$ cat src/rtl/alu_sequencer.sv
// Multi-byte ALU command driver: feeds an 8-bit ALU one byte per cycle, chains carry, returns result.
// Optional ALUSEQ_OVERFLOW_EN adds o_res_v (signed overflow of the top byte for ADD/SUB).
module alu_sequencer #(
  parameter int NBYTES = 2
) (
  input  logic                  i_clk,
  input  logic                  i_reset,
  input  logic                  i_cmd_valid,
  output logic                  o_cmd_ready,
  input  logic [2:0]            i_cmd_op,
  input  logic [8*NBYTES-1:0]   i_cmd_a,
  input  logic [8*NBYTES-1:0]   i_cmd_b,
  input  logic                  i_cmd_c,
  output logic [7:0]            o_sb,
  output logic [7:0]            o_db,
  output logic                  o_sb_add,
  output logic                  o_db_add,
  output logic                  o_db_n_add,
  output logic                  o_0_add,
  output logic                  o_1_addc,
  output logic                  o_sums,
  output logic                  o_ands,
  output logic                  o_eors,
  output logic                  o_ors,
  output logic                  o_srs,
  input  logic [7:0]            i_add,
  input  logic                  i_acr,
  output logic                  o_res_valid,
  input  logic                  i_res_ready,
`ifdef ALUSEQ_OVERFLOW_EN
  output logic                  o_res_v,
`endif
  output logic [8*NBYTES-1:0]   o_res,
  output logic                  o_res_c
);

  localparam int KW = (NBYTES > 1) ? $clog2(NBYTES) : 1;
  localparam logic [KW-1:0] K_LAST = KW'(NBYTES - 1);

  typedef enum logic [1:0] {S_IDLE, S_EXEC, S_DONE} state_e;
  typedef enum logic [2:0] {
    OP_ADD = 3'd0, OP_SUB = 3'd1, OP_AND = 3'd2,
    OP_OR  = 3'd3, OP_EOR = 3'd4, OP_SHR = 3'd5
  } op_e;

  typedef struct packed {
    logic [7:0] sb;
    logic [7:0] db;
    logic       sb_add;
    logic       db_add;
    logic       db_n_add;
    logic       addc;
    logic       sums;
    logic       ands;
    logic       eors;
    logic       ors;
    logic       srs;
  } ctrl_t;

  state_e                  state_q, state_d;
  op_e                     op_q, op_d;
  logic [NBYTES-1:0][7:0]  a_q, a_d, b_q, b_d, res_q, res_d;
  logic                    carry_q, carry_d;
  logic [KW-1:0]           k_q, k_d;
  logic                    live_q, live_d;
  logic                    res_c_q, res_c_d;
  ctrl_t                   ctrl_q, ctrl_d;

  logic                    carry_nx;
  logic                    last_byte;
  logic [KW-1:0]           k_nx;
  logic                    op_uses_carry;

`ifdef ALUSEQ_OVERFLOW_EN
  logic                    res_v_q, res_v_d;
  logic                    b_top_eff;
`endif

  function automatic ctrl_t byte_ctrl(input op_e op, input logic [7:0] a,
                                      input logic [7:0] b, input logic cin);
    ctrl_t c;
    c        = '0;
    c.sb     = a;
    c.db     = b;
    c.sb_add = 1'b1;
    case (op)
      OP_SUB: begin c.db_n_add = 1'b1; c.sums = 1'b1; c.addc = cin; end
      OP_AND: begin c.db_add = 1'b1; c.ands = 1'b1; end
      OP_OR:  begin c.db_add = 1'b1; c.ors  = 1'b1; end
      OP_EOR: begin c.db_add = 1'b1; c.eors = 1'b1; end
      OP_SHR: begin c.db = 8'h00; c.srs = 1'b1; c.addc = cin; end
      default: begin c.db_add = 1'b1; c.sums = 1'b1; c.addc = cin; end
    endcase
    return c;
  endfunction

  always_comb begin
    state_d       = state_q;
    op_d          = op_q;
    a_d           = a_q;
    b_d           = b_q;
    carry_d       = carry_q;
    k_d           = k_q;
    live_d        = live_q;
    res_d         = res_q;
    res_c_d       = res_c_q;
    ctrl_d        = '0;
    op_uses_carry = (op_q == OP_ADD) || (op_q == OP_SUB) || (op_q == OP_SHR);
    carry_nx      = op_uses_carry ? i_acr : carry_q;
    last_byte     = (op_q == OP_SHR) ? (k_q == '0) : (k_q == K_LAST);
    k_nx          = (op_q == OP_SHR) ? (k_q - KW'(1)) : (k_q + KW'(1));
`ifdef ALUSEQ_OVERFLOW_EN
    res_v_d       = res_v_q;
    b_top_eff     = b_q[K_LAST][7] ^ (op_q == OP_SUB);
`endif

    case (state_q)
      S_IDLE: begin
        if (i_cmd_valid) begin
          // Reserved opcodes run as ADD.
          op_d    = (i_cmd_op > 3'd5) ? OP_ADD : op_e'(i_cmd_op);
          a_d     = i_cmd_a;
          b_d     = i_cmd_b;
          carry_d = i_cmd_c;
          k_d     = (i_cmd_op == 3'd5) ? K_LAST : '0;
          live_d  = 1'b0;
          state_d = S_EXEC;
        end
      end
      S_EXEC: begin
        if (!live_q) begin
          ctrl_d = byte_ctrl(op_q, a_q[k_q], b_q[k_q], carry_q);
          live_d = 1'b1;
        end else begin
          res_d[k_q] = i_add;
          carry_d    = carry_nx;
          if (last_byte) begin
            state_d = S_DONE;
            live_d  = 1'b0;
            res_c_d = op_uses_carry ? carry_nx : 1'b0;
`ifdef ALUSEQ_OVERFLOW_EN
            if ((op_q == OP_ADD) || (op_q == OP_SUB))
              res_v_d = (a_q[K_LAST][7] == b_top_eff) && (i_add[7] != a_q[K_LAST][7]);
            else
              res_v_d = 1'b0;
`endif
          end else begin
            // Next byte's controls use the carry just produced by the ALU.
            k_d    = k_nx;
            ctrl_d = byte_ctrl(op_q, a_q[k_nx], b_q[k_nx], carry_nx);
          end
        end
      end
      S_DONE: begin
        if (i_res_ready) state_d = S_IDLE;
      end
      default: state_d = S_IDLE;
    endcase
  end

  always_ff @(posedge i_clk) begin
    if (i_reset) begin
      state_q <= S_IDLE;
      op_q    <= OP_ADD;
      a_q     <= '0;
      b_q     <= '0;
      carry_q <= 1'b0;
      k_q     <= '0;
      live_q  <= 1'b0;
      res_q   <= '0;
      res_c_q <= 1'b0;
      ctrl_q  <= '0;
`ifdef ALUSEQ_OVERFLOW_EN
      res_v_q <= 1'b0;
`endif
    end else begin
      state_q <= state_d;
      op_q    <= op_d;
      a_q     <= a_d;
      b_q     <= b_d;
      carry_q <= carry_d;
      k_q     <= k_d;
      live_q  <= live_d;
      res_q   <= res_d;
      res_c_q <= res_c_d;
      ctrl_q  <= ctrl_d;
`ifdef ALUSEQ_OVERFLOW_EN
      res_v_q <= res_v_d;
`endif
    end
  end

  assign o_cmd_ready = (state_q == S_IDLE);
  assign o_res_valid = (state_q == S_DONE);
  assign o_res       = res_q;
  assign o_res_c     = res_c_q;
  assign o_sb        = ctrl_q.sb;
  assign o_db        = ctrl_q.db;
  assign o_sb_add    = ctrl_q.sb_add;
  assign o_db_add    = ctrl_q.db_add;
  assign o_db_n_add  = ctrl_q.db_n_add;
  assign o_0_add     = 1'b0;
  assign o_1_addc    = ctrl_q.addc;
  assign o_sums      = ctrl_q.sums;
  assign o_ands      = ctrl_q.ands;
  assign o_eors      = ctrl_q.eors;
  assign o_ors       = ctrl_q.ors;
  assign o_srs       = ctrl_q.srs;
`ifdef ALUSEQ_OVERFLOW_EN
  assign o_res_v     = res_v_q;
`endif

endmodule
$ cat config.mk
export PLATFORM = sky130hd
export DESIGN_NAME = alu_sequencer
export DESIGN_NICKNAME = d
export VERILOG_FILES = /design/src/rtl/alu_sequencer.sv
export SDC_FILE = /design/constraint.sdc
export NUM_CORES = 1
export LEC_CHECK = 0
export ABC_CLOCK_PERIOD_IN_PS = 2050
export CORE_UTILIZATION = 46
export DETAILED_ROUTE_END_ITERATION = 8
export PLACE_DENSITY = 0.86
export SYNTH_ARGS = -nofsm -noshare
export SYNTH_HDL_FRONTEND = slang
export SYNTH_SLANG_ARGS = --single-unit
$ cat constraint.sdc
create_clock -name i_clk -period 2.05 [get_ports i_clk]
set_input_delay 0.5125 -clock i_clk [delete_from_list [all_inputs] [get_ports i_clk]]
set_output_delay 0.5125 -clock i_clk [all_outputs]
set_load 0.005 [all_outputs]
==> metrics.md, run 1 <==
| Metric | Value |
|---|---|
| Tcrit/Tclk final | `0.954` |
| Clk slew on worst S/H paths | `0.08 ns` |
| RSZ-0062 raised after global routing | `false` |
| Post-cts resize count | `0` |
| Clock H-tree levels | `3` |
| # clock sinks | `82` |
| Post-synthesis mux area share | `0.0129` |
| Maximum root-to-sink buffer count | `2` |
| Fin Setup TNS | `0 ns` |
| Die area | `7090 um^2` |
| Initial Util | `0.484` |
| Sequential share of power | `0.499` |
| Post-route DRC | `8` |
| Global Route met3 Usage | `0.0413` |
| Mapped Area | `3110 um^2` |
| Yosys top cell area share | `0.528` |
| GR Util met1 | `0.268` |
| Critical path arrival | `1.44 ns` |
| Syn_nets | `424` |
| Hold depth | `2` |
| Cell Area, Placed | `4120 um^2` |
| Ranking of synthesized cells by area | `dfxtp_1 (53%), nand2_1 (15%), a21oi_1 (9.2%)` |
| Status | `complete, but fails checks` |
| PwrDens | `774 nW/um^2` |
| Peak supply drop | `0.637 mV` |
| Clock group share of total power | `0.384` |
| Nets | `515` |
| Sw frac | `0.245` |
| Dpl cells | `531` |
| Gate power share | `0.117` |
| DR WL/cell | `13.1 um` |
| XOR/XNOR share of the synthesized area | `0.00845` |
| I/O Buffers | `92` |
| Final setup viols | `0` |
| DRT Wirelength | `7160 um` |
| Setup crit start kind | `flop` |
| Number of setup buffers added after CTS | `0` |
| Most Used Layer, Global Route | `met2` |
| CTS tree | `yes` |
| Leak | `1.57 nW` |
| Dominant synthesized flop cell | `dfxtp_1` |
| Adder-Cell Fraction of Synth Area | `0.00402` |
| Non-Filler Instances | `547` |
| Total number of vias | `2812` |
| HPWL Detailed | `4930 um` |
| First DRT Iteration DRCs | `164` |
| Min Tclk post-route | `1.96 ns` |
| Antenna-violating nets left | `0` |
| Clock root buffer | `clkbuf_8` |
| Fin area | `4350 um^2` |
| Worst Path Max Fanout | `11` |
| Failing checks | `design-rule violations` |
| Final antenna diode count | `0` |
| PnR Total Power | `3.37 mW` |
| Worst Path Buf+Inv | `1` |
| Max cap viols | `0` |
| P_sw | `0.825 mW` |
| Die width | `84.2 um` |
| Syn Area/Cell | `8.31 um^2` |
| CTS Hold Bufs | `0` |
| Area Overhead vs Synth | `40.0%` |
| Cell Int Power | `2.55 mW` |
| CP max stage cell | `clkdlybuf4s50_1` |
| Critical Path Stages | `2` |
| Largest net degree at the start of global routing | `59` |
| Num CTS Buffers | `9` |
| Setup slack, reg-to-reg | `0.25 ns` |
| Cell taking the most area after synthesis | `dfxtp_1` |
| First-pass DRT Iterations | `6` |
| Nature of the critical path endpoint | `output pin` |
| Total grt overflow | `0` |
| Largest family of logic cells by synthesized area | `simple AND/OR/NAND/NOR gates` |
| Distinct cells, synth | `43` |
| Synth async-reset ratio | `0` |
| Slew Limit Fails | `0` |
| YS warnings | `0` |
| Post-synthesis simple-gate area fraction | `0.229` |
| Met2 Track Usage GR | `0.361` |
| CP Cell Sequence | `nor2b_2, clkdlybuf4s50_1` |
| Gp weighted congestion | `0.841` |
| Delay-heaviest family, CP | `buffers and inverters` |
| Hold Crit Class | `reg -> reg` |
| Kind of critical path | `reg -> out` |
| Clock Latency Late Sink | `0.35 ns` |
| Initial antenna violation count | `0` |
| Post-synthesis sequential area ratio | `0.528` |
| Core area | `6420 um^2` |
| Final Hold Fails | `0` |
| Peak Freq | `0.511 GHz` |
| Layout cell share with drive strength beyond 1 | `0.0957` |
| Slew @ Worst Pin | `0.695 ns` |
| Vias in the first global route | `2730` |
| First-pass GRT wire length | `12300 um` |
| Final Core Density | `0.678` |
| IO Count | `94` |
| R2R cell count | `7` |
| Post-synthesis compound-gate area fraction | `0.171` |
| CP max stage delay | `0.52 ns` |
| Req. time, crit path | `1.54 ns` |
| FF+latch count, synth | `82` |
| Vias/cell | `5.14` |
| Setup Skew | `0.00878 ns` |
| Slew headroom | `0.534` |
| Cells after Synth | `374` |
| EDFF count, synth | `0` |
| GRT Util Overall | `0.219` |
| Die height | `84.2 um` |
| Std cell rows | `29` |
[worst min-delay path, delay by kind of cell, from the launching register on]
kind	cells	cell delay, ns
AOI/OAI and AO/OA	1	0.05
DFF	1	0.31
and+or+nand+nor	1	0.05
[layout make-up]
cell class	count	area [um^2]
clock buffers	9	124
clock inverters	7	101
fillers	525	2070
inverters	7	26.3
multi-input cells	261	1330
flip-flops and latches	82	1640
well taps	77	96.3
repair buffers	104	1030
[path summary, 6_finish.rpt]
kind,from,endpoint
min,b_q[15]$_SDFFE_PP0P_,b_q[15]$_SDFFE_PP0P_
max reg2reg,op_q[0]$_SDFFE_PP0P_,o_sb[2]$_SDFF_PP0_
max,state_q[0]$_SDFFE_PP0P_,o_res_valid
min reg2reg,b_q[15]$_SDFFE_PP0P_,b_q[15]$_SDFFE_PP0P_
[stage by stage]
step	hold slack (ns)	setup slack [ns]
finish	0.458	0.0942
CTS	0.458	0.0613
detailed placement	0.447	0.0949
global placement	0.442	0.148
floorplan	0.436	0.219
global route	0.480	0.00880
[cells in the final DEF (no fill, tap or decap), types with 6 or more instances in the layout]
cell             count
nand2_1            121
clkdlybuf4s50_1     91
dfxtp_1             82
a21oi_1             57
nor2_1              17
buf_4               10
clkbuf_8             9
a22oi_1              8
a21oi_2              8
inv_1                6
[sequential cells by signal, summed over array words and instances, names as in the netlist]
signal and cells:
carry_q 1, o_eors 1, state_q 2, o_res 16, live_q 1, a_q 16
o_sb 8, o_sums 1, o_ands 1, o_db 8, o_res_c 1, o_srs 1
o_1_addc 1, k_q 1, o_db_add 1, op_q 3, o_db_n_add 1, b_q 16
o_ors 1, o_sb_add 1
[kinds of logic (layout without fill, tap and decap cells)]
| logic type | after synthesis | in the layout |
|---|---|---|
| multiplexers | 4 | 4 |
| XOR/XNOR | 3 | 3 |
| flip-flops | 82 | 82 |
| AO/OA/AOI/OAI | 86 | 86 |
| other | 1 | 1 |
| AND/OR/NAND/NOR | 166 | 166 |
| adder cells (fa/ha/maj) | 1 | 1 |
| buffers and inverters | 31 | 127 |
[cell usage after synthesis, types with 2 or more instances]
cell type and number:
nand2b_1 5, buf_2 13, a22oi_1 8, nor4_1 3, clkbuf_1 6, a21oi_2 8, o21ai_0 3, nor2b_1 2
mux2i_1 4, nand3_1 2, inv_1 6, nor3_1 2, nor2_1 17, a21oi_1 57, nand2_1 121, buf_4 2
dfxtp_1 82, xor2_1 2, nand3b_1 5, buf_1 3
[routing by layer]
layer / wire (um) / part of all wire / vias up
met4: 204 / 0.028 / 0
met3: 360 / 0.050 / 21
met5: 0 / 0 / -
met2: 3410 / 0.48 / 90
li1: - / - / 1418
met1: 3190 / 0.45 / 1283
[power groups by stage]
stage	combinational, mW	clock (mW)	sequential [mW]
2_1_floorplan	0.206	0	1.71
3_3_place_gp	0.384	0	1.72
3_5_place_dp	0.392	0	1.72
6_report	0.394	1.29	1.68
5_1_grt	0.436	1.38	1.69
4_1_cts	0.395	1.32	1.68
(Power assumes the default switching activity.)
==> run 2, diff against run 1 <==
- CORE_UTILIZATION: 46 -> 62
- DONT_BUFFER_PORTS: default -> 1
- PLACE_DENSITY: 0.86 -> 0.85
==> metrics.md, run 2 (same netlist as run 1, synthesis figures left out) <==
| Metric | Value |
|---|---|
| Initial antenna violation count | `0 (unchanged)` |
| Reg2reg start | `op_q[0]$_SDFFE_PP0P_` |
| Tcrit/Tclk final | `0.921 (-0.0332)` |
| Slew Limit Fails | `0 (unchanged)` |
| Setup slack, reg-to-reg | `0.16 ns (-0.09 ns)` |
| CP Cell Sequence | `nand3b_1, inv_1, ha_1, nand2b_1, mux2i_2, a22oi_1, nor2_1` |
| CTS tree | `yes` |
| Leak | `1.19 nW (-24%)` |
| RR Endpoint | `o_sb[0]$_SDFF_PP0_` |
| Hold Crit Endpoint | `state_q[1]$_SDFFE_PP0P_` |
| Initial Util | `0.650 (+0.166)` |
| RSZ-0062 raised after global routing | `false` |
| P_sw | `0.733 mW (-11%)` |
| Hold depth | `1 (-1)` |
| Num CTS Buffers | `9 (unchanged)` |
| Min Tclk post-route | `1.89 ns (-0.0680 ns)` |
| Clock root buffer | `clkbuf_8` |
| Largest net degree at the start of global routing | `61 (+3.4%)` |
| Metal2 WL | `2900 um (-15%)` |
| CP max stage cell | `dfxtp_1` |
| Clock H-tree levels | `3 (unchanged)` |
| PwrDens | `917 nW/um^2 (+18%)` |
| Vias in the first global route | `2201 (-19%)` |
| Hold Crit Class | `in -> reg` |
| Clock group share of total power | `0.374 (-0.010)` |
| IO Count | `94 (unchanged)` |
| Area Overhead vs Synth | `7.65%` |
| DR WL/cell | `13.7 um (+4.5%)` |
| Final worst slack | `0.162 ns (+0.0680 ns)` |
| R2R cell count | `7 (unchanged)` |
| First-pass DRT Iterations | `4 (-2)` |
| DRT Wirelength | `6050 um (-16%)` |
| CTS Hold Bufs | `0 (unchanged)` |
| First-pass GRT wire length | `9860 um (-20%)` |
| Gate power share | `0.074 (-0.043)` |
| Metal3 WL | `394 um (+9.4%)` |
| Worst Path Max Fanout | `7 (-4)` |
| Setup crit start kind | `flop` |
| Vias/cell | `5.47 (+6.4%)` |
| Die height | `72.8 um (-14%)` |
| Sw frac | `0.239 (-0.00588)` |
| Total grt overflow | `0 (unchanged)` |
| Pre-CTS WS | `0.0690 ns (-0.0259 ns)` |
| # clock sinks | `82 (unchanged)` |
| Total number of vias | `2418 (-14%)` |
| Sequential share of power | `0.551 (+0.052)` |
| Cell Area, Placed | `3150 um^2 (-24%)` |
| GRT Util Overall | `0.243 (+0.0243)` |
| Core area | `4790 um^2 (-25%)` |
| Kind of critical path | `reg -> reg` |
| Nets | `420 (-18%)` |
| Critical path arrival | `2.17 ns (+0.73 ns)` |
| Fin Hold WS | `0.228 ns (-0.230 ns)` |
| Cell Int Power | `2.33 mW (-8.3%)` |
| Post-route DRC | `0 (-8)` |
| Final Hold Fails | `0 (unchanged)` |
| Final setup viols | `0 (unchanged)` |
| Slew headroom | `0.533 (about the same)` |
| Peak supply drop | `0.600 mV (-5.8%)` |
| Clk slew on worst S/H paths | `0.08 ns (about the same)` |
| CP max stage delay | `0.42 ns (-0.10 ns)` |
| Slew @ Worst Pin | `0.695 ns (+0.000149 ns)` |
| I/O Buffers | `0 (-100%)` |
| Final antenna diode count | `0 (unchanged)` |
| Clock Latency Late Sink | `0.35 ns (about the same)` |
| Peak Freq | `0.530 GHz (+3.6%)` |
| Die area | `5300 um^2 (-25%)` |
| Layout cell share with drive strength beyond 1 | `0.101 (+0.00559)` |
| Die width | `72.8 um (-14%)` |
| Max cap viols | `0 (unchanged)` |
| Number of setup buffers added after CTS | `0 (unchanged)` |
| Nature of the critical path endpoint | `flop` |
| Antenna-violating nets left | `0 (unchanged)` |
| Fin area | `3350 um^2 (-23%)` |
| Gp weighted congestion | `0.757 (-10%)` |
| Most frequent cells in the layout | `nand2_1 (121), dfxtp_1 (82), a21oi_1 (57)` |
| Setup Skew | `0.00691 ns (-0.00186 ns)` |
| First DRT Iteration DRCs | `188 (+15%)` |
| Status | `finished, final reports clean` |
| Commonest non-fill, non-tap cell in the layout | `nand2_1` |
| HPWL Detailed | `4050 um (-18%)` |
| Fin Setup TNS | `0 ns (unchanged)` |
| WL met1 | `2670 um (-16%)` |
| Std cell rows | `25 (-14%)` |
| Hold path start | `i_reset` |
| Req. time, crit path | `2.33 ns (+0.79 ns)` |
| Top layer in use | `met4` |
| PnR Total Power | `3.07 mW (-9.0%)` |
| Maximum root-to-sink buffer count | `2 (unchanged)` |
==> run 2: routing by layer <==
metal | vias up | global-route usage
met2 | 66 | 0.399
met1 | 1119 | 0.294
met5 | - | 0
met3 | 9 | 0.0939
li1 | 1224 | -
met4 | 0 | 0.0784
==> run 2: through the flow <==
stage,instances,util
after floorplan,374,-
after global placement,426,0.658
after detailed placement,426,0.658
after CTS,442,0.699
after global routing,442,0.699
final,442,0.699
==> run 2: worst max-delay path by stage <==
stage | from | endpoint
finish | op_q[0]$_SDFFE_PP0P_ | o_sb[0]$_SDFF_PP0_
global route | op_q[0]$_SDFFE_PP0P_ | o_sb[6]$_SDFF_PP0_
CTS | op_q[0]$_SDFFE_PP0P_ | o_sb[0]$_SDFF_PP0_
detailed placement | op_q[0]$_SDFFE_PP0P_ | o_sb[0]$_SDFF_PP0_
global placement | op_q[0]$_SDFFE_PP0P_ | o_sb[5]$_SDFF_PP0_
floorplan | op_q[1]$_SDFFE_PP0P_ | o_sb[0]$_SDFF_PP0_
==> run 2: final cells by class <==
class / count / area (um^2)
Sequential cell: 82 / 1640
Fill cell: 389 / 1440
Multi-Input combinational cell: 261 / 1330
Clock buffer: 12 / 145
Tap cell: 67 / 83.8
Timing Repair Buffer: 9 / 67.6
Clock inverter: 4 / 51.3
Inverter: 7 / 26.3
==> run 2: power groups by stage <==
stage	combinational (mW)	sequential, mW	clock [mW]
after global placement	0.220	1.73	0
after CTS	0.229	1.69	1.17
final	0.228	1.69	1.15
after detailed placement	0.227	1.73	0
after global routing	0.258	1.70	1.22
after floorplan	0.206	1.71	0
==> run 2: critical path: cells and delay by family, from the launching register on <==
family                     cells  cell delay, ns
AOI/OAI and AO/OA              1            0.16
adders and majority gates      1            0.28
buffers and inverters          1            0.07
DFF                            1            0.42
muxes                          1            0.42
and+or+nand+nor                3            0.48
==> run 2: timing repair <==
action                                 in CTS  in global routing
endpoints found under the hold margin       0                  0
setup endpoints to repair                   0                  7
gates resized for setup                     0                  1
==> run 3, diff against run 2 <==
- CORE_MARGIN: default -> 2
- CTS_CLUSTER_DIAMETER: default -> 50
==> metrics.md, run 3 (same netlist as run 1, synthesis figures left out) <==
| Metric | Value |
|---|---|
| Status | `finished, final reports clean` |
| Delay-heaviest family, CP | `simple AND/OR/NAND/NOR gates` |
| Post-route DRC | `0 (unchanged)` |
| DRT Wirelength | `6140 um (+1.5%)` |
| Initial Util | `0.650 (unchanged)` |
| Slew headroom | `0.481 (-0.0524)` |
| Layout cell share with drive strength beyond 1 | `0.107 (+0.00533)` |
| Antenna-violating nets left | `0 (unchanged)` |
| Vias in the first global route | `2108 (-4.2%)` |
| Clk slew on worst S/H paths | `0.09 ns (about the same)` |
| Critical path arrival | `2.09 ns (-0.08 ns)` |
| Post-cts resize count | `0 (unchanged)` |
| Worst Path Buf+Inv | `1 (unchanged)` |
| Clock Latency Late Sink | `0.35 ns (about the same)` |
| Die width | `74.8 um (+2.7%)` |
| Total grt overflow | `0 (unchanged)` |
| Fin Hold WS | `0.227 ns (-0.000557 ns)` |
| Setup crit start kind | `flop` |
| Die height | `74.8 um (+2.7%)` |
| Slew @ Worst Pin | `0.773 ns (+0.0781 ns)` |
| PwrDens | `930 nW/um^2 (+1.5%)` |
| Final setup viols | `0 (unchanged)` |
| Setup Skew | `0.0112 ns (+0.00432 ns)` |
| Num CTS Buffers | `9 (unchanged)` |
| Metal3 WL | `446 um (+13%)` |
| Maximum root-to-sink buffer count | `2 (unchanged)` |
| Final antenna diode count | `0 (unchanged)` |
| Cell Area, Placed | `3150 um^2 (unchanged)` |
| Nets | `420 (unchanged)` |
| Clock root buffer | `clkbuf_8` |
| Vias/cell | `5.51 (+0.70%)` |
| Area Overhead vs Synth | `8.37%` |
| Peak supply drop | `0.657 mV (+9.5%)` |
| Die area | `5600 um^2 (+5.6%)` |
| Most frequent cells in the layout | `nand2_1 (121), dfxtp_1 (82), a21oi_1 (57)` |
| First-pass DRT Iterations | `4 (unchanged)` |
| Peak Freq | `0.554 GHz (+4.6%)` |
| Min Tclk post-route | `1.80 ns (-0.0830 ns)` |
| Hold Crit Class | `in -> reg` |
| DR WL/cell | `13.9 um (+1.5%)` |
| Worst Path Max Fanout | `7 (unchanged)` |
| Req. time, crit path | `2.33 ns (about the same)` |
| First DRT Iteration DRCs | `110 (-41%)` |
| Top layer in use | `met4` |
| IO Count | `94 (unchanged)` |
| Clock H-tree levels | `3 (unchanged)` |
| CP max stage cell | `dfxtp_1` |
| Tcrit/Tclk final | `0.880 (-0.0405)` |
| CTS Hold Bufs | `0 (unchanged)` |
| Final Hold Fails | `0 (unchanged)` |
| I/O Buffers | `0 (unchanged)` |
| First-pass GRT wire length | `9470 um (-3.9%)` |
| GRT Util Overall | `0.223 (-0.0205)` |
| HPWL Detailed | `4080 um (+0.80%)` |
| Number of setup buffers added after CTS | `0 (unchanged)` |
| Core area | `4790 um^2 (unchanged)` |
| Total number of vias | `2435 (+0.70%)` |
| Std cell rows | `25 (unchanged)` |
| Leak | `1.20 nW (+0.93%)` |
| Commonest non-fill, non-tap cell in the layout | `nand2_1` |
| Kind of critical path | `reg -> reg` |
| WL met1 | `2600 um (-2.6%)` |
| Fin Setup TNS | `0 ns (unchanged)` |
| RSZ-0062 raised after global routing | `false` |
| Metal2 WL | `2990 um (+3.4%)` |
| Slew Limit Fails | `0 (unchanged)` |
| Fin area | `3370 um^2 (+0.67%)` |
| Max cap viols | `0 (unchanged)` |
| Initial antenna violation count | `0 (unchanged)` |
| CTS tree | `yes` |
| Largest net degree at the start of global routing | `61 (unchanged)` |
| CP max stage delay | `0.42 ns (about the same)` |
| Gp weighted congestion | `0.756 (-0.13%)` |
| Nature of the critical path endpoint | `flop` |
| CP Cell Sequence | `nand3b_1, inv_1, ha_1, nand2b_1, mux2i_4, a22oi_1, nor2_1` |
| # clock sinks | `82 (unchanged)` |
## run 3: changes by cell type in the layout (fill, tap and decap cells not counted)
cell / previous run / this run
mux2i_4: 0 / 1
inv_8: 0 / 1
mux2i_2: 1 / 0
inv_6: 0 / 2
clkinvlp_4: 1 / 0
clkbuf_1: 2 / 0
## run 3: layout make-up
class	count	area [um^2]
clock buffers	10	138
fillers	396	1420
inverters	7	26.3
repair buffers	9	67.6
flip-flops and latches	82	1640
multi-input cells	261	1340
well taps	67	83.8
clock inverters	6	72.6
## run 3: routing by layer
layer,vias up,GRT usage
met2,74,0.372
met5,-,0
met1,1123,0.275
met3,10,0.0589
met4,0,0.0893
li1,1228,-
## run 3: metrics by stage
stage | instances | utilization | power, mW | setup slack, ns
floorplan | 374 | - | 1.92 | 0.219
global placement | 426 | 0.658 | 1.94 | 0.157
detailed placement | 426 | 0.658 | 1.96 | 0.0693
CTS | 442 | 0.701 | 3.15 | 0.0226
global route | 442 | 0.704 | 3.25 | 0.0870
finish | 442 | 0.704 | 3.13 | 0.245
## run 3: worst paths after layout
check | start | slack, ns | endpoint | cells after the start
hold / removal | i_reset | 0.23 | o_res_c$_SDFFE_PP0P_ | 1
hold reg to reg | a_q[2]$_SDFFE_PP0P_ | 0.45 | a_q[2]$_SDFFE_PP0P_ | 2
setup / recovery | op_q[0]$_SDFFE_PP0P_ | 0.25 | o_sb[3]$_SDFF_PP0_ | 7
setup reg to reg | op_q[0]$_SDFFE_PP0P_ | 0.25 | o_sb[3]$_SDFF_PP0_ | 7
## run 3: report_power, final
part	total, mW	leakage (nW)	switching, mW	internal [mW]
logic	0.232	0.428	0.144	0.0873
clock network	1.21	0.109	0.598	0.613
registers	1.69	0.668	0.0397	1.65
## run 3: worst register-to-register path, delay by kind of cell, from the launching register on
kind / cells / cell delay (ns)
adder cells (fa/ha/maj): 1 / 0.28
AO/OA/AOI/OAI: 1 / 0.14
flip-flops: 1 / 0.42
AND/OR/NAND/NOR: 3 / 0.53
buffers and inverters: 1 / 0.07
multiplexers: 1 / 0.31
